**config.mk**
```make
export PLATFORM = sky130hd
export DESIGN_NAME = dma_ch_sched
export DESIGN_NICKNAME = d
export VERILOG_FILES = /design/src/rtl/dma_ch_sched.sv
export SDC_FILE = /design/constraint.sdc
export NUM_CORES = 1
export LEC_CHECK = 0
export BUFFER_PORTS_ARGS = -buffer_cell sky130_fd_sc_hd__buf_4
export CAP_MARGIN = 20
export CORE_AREA = 3 3 167 169
export CTS_CLUSTER_SIZE = 10
export DETAILED_ROUTE_END_ITERATION = 10
export DIE_AREA = 0 0 170 172
export GPL_ROUTABILITY_DRIVEN = 0
export GPL_TIMING_DRIVEN = 0
export PLACE_DENSITY = 0.6
export RECOVER_POWER = 25
export SLEW_MARGIN = 0
export SYNTH_ARGS = -nofsm -noshare
export SYNTH_HDL_FRONTEND = slang
export SYNTH_SLANG_ARGS = --single-unit
```
**constraint.sdc**
```tcl
create_clock -name hclk -period 3.83 [get_ports hclk]
set_clock_uncertainty 0.15 [all_clocks]
set_input_delay 0.5745 -clock hclk [delete_from_list [all_inputs] [get_ports hclk]]
set_output_delay 0.5745 -clock hclk [all_outputs]
set_load 0.02 [all_outputs]
```
**src/rtl/dma_ch_sched.sv**
```systemverilog
// DMA channel scheduler: grants one requesting channel at a time, round-robin,
// and splits its descriptor into buffer-sized read/write chunk pairs for the transfer engine.
module dma_ch_sched #(
   parameter int NUM_CH      = 4,
   parameter int BUFFER_SIZE = 4,
   parameter int LEN_W       = 16
) (
   input  logic                           hclk,
   input  logic                           hresetn,
   input  logic [NUM_CH-1:0]              ch_req_i,
   input  logic [NUM_CH*32-1:0]           ch_src_addr_i,
   input  logic [NUM_CH*32-1:0]           ch_dst_addr_i,
   input  logic [NUM_CH*LEN_W-1:0]        ch_len_i,
   input  logic [NUM_CH*2-1:0]            ch_size_i,
   input  logic [NUM_CH-1:0]              ch_src_incr_i,
   input  logic [NUM_CH-1:0]              ch_dst_incr_i,
   output logic [NUM_CH-1:0]              ch_busy_o,
   output logic [NUM_CH-1:0]              ch_done_o,
   output logic [NUM_CH-1:0]              ch_err_o,
   output logic                           eng_valid_o,
   output logic                           eng_mode_o,
   output logic [31:0]                    eng_rd_addr_o,
   output logic [31:0]                    eng_wr_addr_o,
   output logic [$clog2(4*BUFFER_SIZE):0] eng_len_o,
   output logic [1:0]                     eng_size_o,
   output logic                           eng_incr_o,
   output logic                           eng_enable_o,
   output logic                           eng_race_o,
   input  logic                           eng_ready_i,
   input  logic                           eng_last_i,
   input  logic                           eng_last_write_i,
   input  logic                           hresp_i
);

   localparam int CMAX = 4 * BUFFER_SIZE;
   localparam int CL_W = $clog2(CMAX) + 1;
   localparam int CH_W = (NUM_CH > 1) ? $clog2(NUM_CH) : 1;
   localparam logic [LEN_W-1:0] CMAX_LEN = LEN_W'(CMAX);

   typedef enum logic [2:0] {
      S_IDLE,
      S_RD_ISSUE,
      S_RD_WAIT,
      S_WR_ISSUE,
      S_WR_WAIT,
      S_DONE,
      S_FAIL
   } state_t;

   state_t            state_q, state_d;
   logic [CH_W-1:0]   rr_q, rr_next, grant_q;
   logic [CH_W-1:0]   pick_idx, hi_idx, lo_idx;
   logic              pick_found, hi_found;
   logic [31:0]       src_q, dst_q, sel_src, sel_dst;
   logic [LEN_W-1:0]  rem_q, rem_next, sel_len;
   logic [1:0]        size_q, sel_size;
   logic              src_incr_q, dst_incr_q, sel_src_incr, sel_dst_incr;
   logic              misalign, desc_bad, busy_en, last_chunk;
   logic [CL_W-1:0]   chunk;
   logic [NUM_CH-1:0] grant_1h;

   // Round-robin pick: lowest requester at or above rr, else lowest requester overall.
   always_comb begin
      hi_found = 1'b0;
      hi_idx   = '0;
      lo_idx   = '0;
      for (int c = NUM_CH - 1; c >= 0; c--) begin
         if (ch_req_i[c]) begin
            lo_idx = CH_W'(c);
         end
         if (ch_req_i[c] && (CH_W'(c) >= rr_q)) begin
            hi_found = 1'b1;
            hi_idx   = CH_W'(c);
         end
      end
      pick_found = |ch_req_i;
      pick_idx   = hi_found ? hi_idx : lo_idx;
   end

   always_comb begin
      sel_src      = '0;
      sel_dst      = '0;
      sel_len      = '0;
      sel_size     = '0;
      sel_src_incr = 1'b0;
      sel_dst_incr = 1'b0;
      for (int c = 0; c < NUM_CH; c++) begin
         if (pick_idx == CH_W'(c)) begin
            sel_src      = ch_src_addr_i[c*32 +: 32];
            sel_dst      = ch_dst_addr_i[c*32 +: 32];
            sel_len      = ch_len_i[c*LEN_W +: LEN_W];
            sel_size     = ch_size_i[c*2 +: 2];
            sel_src_incr = ch_src_incr_i[c];
            sel_dst_incr = ch_dst_incr_i[c];
         end
      end
   end

   // A descriptor must be a whole number of beats of a legal size.
   assign misalign = (sel_size == 2'd3)
                  || ((sel_size == 2'd1) && sel_len[0])
                  || ((sel_size == 2'd2) && (sel_len[1:0] != 2'b00));
   assign desc_bad = (sel_len == '0) || misalign;

   assign chunk      = (rem_q > CMAX_LEN) ? CL_W'(CMAX) : CL_W'(rem_q);
   assign rem_next   = rem_q - LEN_W'(chunk);
   assign last_chunk = (rem_next == '0);
   assign rr_next    = (grant_q == CH_W'(NUM_CH - 1)) ? '0 : grant_q + 1'b1;
   assign grant_1h   = NUM_CH'(1) << grant_q;

   // NOTE: sequential state uses non-blocking assignments so every flop samples
   // pre-edge values regardless of statement order.
   always_ff @(posedge hclk or negedge hresetn) begin
      if (!hresetn) begin
         state_q <= S_IDLE;
      end else begin
         state_q <= state_d;
      end
   end

   always_ff @(posedge hclk or negedge hresetn) begin
      if (!hresetn) begin
         rr_q       <= '0;
         grant_q    <= '0;
         src_q      <= '0;
         dst_q      <= '0;
         rem_q      <= '0;
         size_q     <= '0;
         src_incr_q <= 1'b0;
         dst_incr_q <= 1'b0;
      end else begin
         if ((state_q == S_IDLE) && pick_found) begin
            grant_q    <= pick_idx;
            src_q      <= sel_src;
            dst_q      <= sel_dst;
            rem_q      <= sel_len;
            size_q     <= sel_size;
            src_incr_q <= sel_src_incr;
            dst_incr_q <= sel_dst_incr;
         end else if ((state_q == S_WR_WAIT) && eng_last_write_i && !hresp_i) begin
            if (src_incr_q) begin
               src_q <= src_q + 32'(chunk);
            end
            if (dst_incr_q) begin
               dst_q <= dst_q + 32'(chunk);
            end
            rem_q <= rem_next;
         end
         if ((state_q == S_DONE) || (state_q == S_FAIL)) begin
            rr_q <= rr_next;
         end
      end
   end

   // NOTE: every output of this block is defaulted first so no path can infer a latch.
   always_comb begin
      state_d      = state_q;
      eng_valid_o  = 1'b0;
      eng_mode_o   = 1'b0;
      eng_incr_o   = 1'b0;
      eng_enable_o = 1'b1;
      busy_en      = 1'b0;
      ch_done_o    = '0;
      ch_err_o     = '0;
      case (state_q)
         S_IDLE: begin
            eng_enable_o = 1'b0;
            if (pick_found) begin
               state_d = desc_bad ? S_FAIL : S_RD_ISSUE;
            end
         end
         S_RD_ISSUE: begin
            busy_en     = 1'b1;
            eng_incr_o  = src_incr_q;
            eng_valid_o = eng_ready_i;
            if (hresp_i) begin
               state_d = S_FAIL;
            end else if (eng_ready_i) begin
               state_d = S_RD_WAIT;
            end
         end
         S_RD_WAIT: begin
            busy_en    = 1'b1;
            eng_incr_o = src_incr_q;
            if (hresp_i) begin
               state_d = S_FAIL;
            end else if (eng_last_i) begin
               state_d = S_WR_ISSUE;
            end
         end
         S_WR_ISSUE: begin
            busy_en     = 1'b1;
            eng_mode_o  = 1'b1;
            eng_incr_o  = dst_incr_q;
            eng_valid_o = eng_ready_i;
            if (hresp_i) begin
               state_d = S_FAIL;
            end else if (eng_ready_i) begin
               state_d = S_WR_WAIT;
            end
         end
         S_WR_WAIT: begin
            busy_en    = 1'b1;
            eng_mode_o = 1'b1;
            eng_incr_o = dst_incr_q;
            if (hresp_i) begin
               state_d = S_FAIL;
            end else if (eng_last_write_i) begin
               state_d = last_chunk ? S_DONE : S_RD_ISSUE;
            end
         end
         S_DONE: begin
            ch_done_o = grant_1h;
            state_d   = S_IDLE;
         end
         S_FAIL: begin
            ch_err_o = grant_1h;
            state_d  = S_IDLE;
         end
         default: begin
            state_d = S_IDLE;
         end
      endcase
      ch_busy_o = busy_en ? grant_1h : '0;
   end

   assign eng_rd_addr_o = src_q;
   assign eng_wr_addr_o = dst_q;
   assign eng_len_o     = chunk;
   assign eng_size_o    = size_q;
   assign eng_race_o    = 1'b0;

endmodule

```
==> metrics.md <==
| Metric | Value |
|---|---|
| Status | `finished, violations left` |
| Failing checks | `capacitance limit, slew limit` |
| CP Class | `flop to flop` |
| DRC | `0` |
| Final Setup Violations | `0` |
| Hold_sp | `eng_size_o[0]` |
| Register area | `2280 um2` |
| Antenna Nets Post-Route | `0` |
| Startpoint types | `flop` |
| DR pass1 iterations | `5` |
| Slack of the critical path | `0.106 ns` |
| Clock-pin slew on the worst setup and hold paths | `0.07 ns` |
| CP endpoint kind | `flop` |
| Final setup TNS | `0 ns` |
| Cells after synthesis | `1177` |
| Multi-input logic area | `5800 um2` |
| Initial antenna violation count | `0` |
| Worst path required time | `3.90 ns` |
| 1st-iter DRT viols | `597` |
| Synth Flop Type | `dfrtp_1` |
| Io pins | `434` |
| Seq/Total Area, Yosys | `27.6%` |
| Clock buffer depth | `2` |
| Gr ovfl total | `0` |
| TritonCTS clock tree | `built` |
| Core area | `26700 um2` |
| DRT Wirelength | `40.1 mm` |
| EDFF count, synth | `0` |
| Worst-Margin Slew | `2.61 ns` |
| Die Ht | `172 um` |
| GR Util met3 | `4.05%` |
| CTS Root Cell | `clkbuf_16` |
| Minimum clock period | `3.72 ns` |
| Ys Warns | `0` |
| Peak supply drop | `0.262 mV` |
| Htree depth | `3` |
| Max_slew headroom | `-73.8%` |
| TritonCTS Buffers | `9` |
| NumNets Final | `2016` |
| Count of pins over their slew limit | `42` |
| Reg2reg path depth | `17` |
| Worst R2R Setup Slack | `0.11 ns` |
| Initial Util | `30.9%` |
| Vias in the first global route | `10200` |
| P_leak | `0.00611 uW` |
| Synth unique cells | `62` |
| CP arrival | `3.80 ns` |
| Vias | `10300` |
| Rows | `60` |
| DP Worst Slack | `-0.548 ns` |
| Mapped cell area | `8260 um2` |
| GRT Total Usage | `26.0%` |
| Largest net degree at the start of global routing | `51` |
| Routed WL per cell | `20.0 um` |
| DIE AREA | `29200 um2` |
| Met2 Track Usage GR | `48.5%` |
| Worst reg2reg endpoint | `eng_rd_addr_o[24]` |
| Met1 Use GR | `30.6%` |
| Pwr Total | `8320 uW` |
| Number of fill cells | `2742` |
| Layer with the highest usage | `met2` |
| Reg2Reg Launch Point | `rem_q[10]` |
| Hpwl dp | `32.4 mm` |
| Final Hold Violating Endpoints | `0` |
| Ant. Diodes | `0` |
| Number of buffers added on ports | `432` |
| Via density | `5.17` |
| Pwr dens | `655 nW/um2` |
| First-pass GRT wire length | `58.2 mm` |
| P&R area growth vs syn | `53.8%` |
| Die extent in x | `170 um` |
| CP max FO | `6` |
| Layout cells sized above 1 | `33.3%` |
| Hold Path Class | `flop to flop` |
| Final Cycle Share | `97.2%` |
| Share of synthesized flip-flops with an asynchronous set or reset | `100%` |
| Skew-Pair Late Insertion Delay | `0.35 ns` |
| Hold Path Cell Cnt | `2` |
| FMAX | `0.269 GHz` |
| Sinks on Clock Net | `91` |
| Yosys reg bits | `91` |
| Max-cap viol count | `1` |
| RSZ-0062 raised after global routing | `yes` |
| Average size of a mapped cell | `7.02 um2` |
| Hold EP | `eng_size_o[0]` |
==> metrics by stage <==
step	std cells	hold slack [ns]	util (%)	cell area, um2
6_report	1999	0.326	47.6	12700
5_1_grt	1999	0.351	47.6	12700
4_1_cts	1989	0.0960	46.9	12500
3_5_place_dp	1952	0.314	44.9	12000
3_3_place_gp	1951	0.315	44.8	12000
2_1_floorplan	1178	0.129	-	8290
==> critical path, cell delays in order, from the launching register on <==
cell,delay (ns)
dfrtp_1,0.40
or4_4,0.56
nor4_4,0.20
nand2_1,0.13
a21oi_2,0.15
and2_4,0.20
ha_4,0.15
inv_2,0.04
fa_2,0.36
nor2b_4,0.12
o21a_1,0.15
o21ai_2,0.09
a2111oi_4,0.31
buf_6,0.19
nand2_4,0.07
nor2_4,0.13
xnor2_1,0.13
o21ai_1,0.07
==> cells in the final DEF (no fill, tap or decap), types with 3 or more instances in the layout <==
master / instances
a211oi_1: 5
a21o_1: 4
a21oi_1: 19
a21oi_2: 4
a221o_1: 5
a22oi_1: 3
and2_1: 8
and3_1: 34
buf_1: 13
buf_2: 9
buf_4: 468
buf_6: 3
clkbuf_1: 51
clkbuf_16: 9
clkinvlp_4: 3
dfrtp_1: 91
ha_1: 12
ha_4: 3
inv_1: 18
mux2i_1: 60
nand2_1: 193
nand3_1: 85
nand3_2: 4
nand4_1: 13
nor2_1: 231
nor2_4: 5
nor2b_1: 5
nor3_1: 9
nor4_1: 6
o211a_1: 3
o211ai_1: 58
o21ai_0: 81
o21ai_1: 9
o311ai_0: 3
o31ai_1: 5
or2_2: 3
xnor2_1: 25
xor2_1: 34
==> routing by layer <==
layer / vias up / part of all wire [%]
met4: 0 / 2.8
met5: - / 0
met2: 459 / 51
li1: 5011 / -
met3: 54 / 7.1
met1: 4818 / 39
==> synth_stat cells, drive strengths merged, types with 2 or more instances <==
cell	n	area share, %
o21a	2	0.18
nor4	8	0.68
a22o	2	0.21
nor2	238	11
o211ai	58	5.3
a221oi	2	0.21
xnor2	26	2.8
dfrtp	91	28
or4	5	0.58
nor3	11	0.67
a21o	5	0.45
nand4	13	0.98
a21oi	24	1.5
nor2b	7	0.53
o311ai	3	0.32
buf	30	2.0
a211oi	6	0.55
or3	4	0.38
o211a	3	0.36
mux2	2	0.27
clkbuf	51	2.3
a22oi	3	0.27
inv	20	0.91
or2	3	0.23
nand2	196	8.9
and4	2	0.21
nand3	89	5.4
fa	2	0.48
ha	15	2.3
and2	10	0.76
xor2	35	3.8
o21ai	92	5.6
mux2i	60	7.3
o31ai	5	0.45
and3	34	2.6
a221o	6	0.74
==> final cells by class <==
cell class	instances	area share, %
multi-input combinational	986	45.6
timing repair buffer	466	27.7
sequential	91	17.9
tap	341	3.36
buffer	79	2.67
clock buffer	10	1.80
inverter	20	0.591
clock inverter	6	0.325
==> how the worst max path moves through the flow <==
| stage | startpoint | end | cells after the start |
|---|---|---|---|
| floorplan | rem_q[8] | eng_rd_addr_o[24] | 17 |
| global placement | rem_q[8] | eng_wr_addr_o[18] | 17 |
| detailed placement | rem_q[8] | eng_wr_addr_o[18] | 17 |
| CTS | rem_q[8] | eng_rd_addr_o[26] | 18 |
| global route | rem_q[10] | eng_rd_addr_o[26] | 17 |
| finish | rem_q[10] | eng_rd_addr_o[24] | 17 |
==> report_power, final <==
| group | total (uW) | switching (uW) | leakage [uW] | internal (uW) |
|---|---|---|---|---|
| Sequential | 2030 | 569 | 0.00110 | 1460 |
| Clock | 859 | 417 | 0.000125 | 441 |
| Combinational | 5440 | 3330 | 0.00488 | 2110 |
| Total | 8320 | 4320 | 0.00611 | 4000 |
==> timing repair <==
item                                    4_1_cts  5_1_grt
pin swaps                                    10       16
endpoints found under the setup margin       51       55
resized for setup                            32       30
setup buffers                                22       12
hold buffers                                  0        0
gates cloned                                  0        0
==> sequential cells by signal, indices dropped and copies added (netlist names) <==
signal	flops
dst_incr_q	1
eng_rd_addr_o	32
eng_size_o	2
eng_wr_addr_o	32
grant_q	2
rem_q	16
rr_q	2
src_incr_q	1
state_q	3
==> kinds of logic (layout without fill, tap and decap cells) <==
family                   after synthesis  in the layout  synth area share, %
multiplexers                          62             62                 7.54
adder cells (fa/ha/maj)               17             17                 2.76
other                                  1              2               0.0454
flip-flops                            91             91                 27.6
buffers and inverters                101            581                 5.18
AO/OA/AOI/OAI                        220            220                 17.1
AND/OR/NAND/NOR                      624            624                 33.3
XOR/XNOR                              61             61                 6.56
Note: power is estimated with default switching activity, not from simulation.
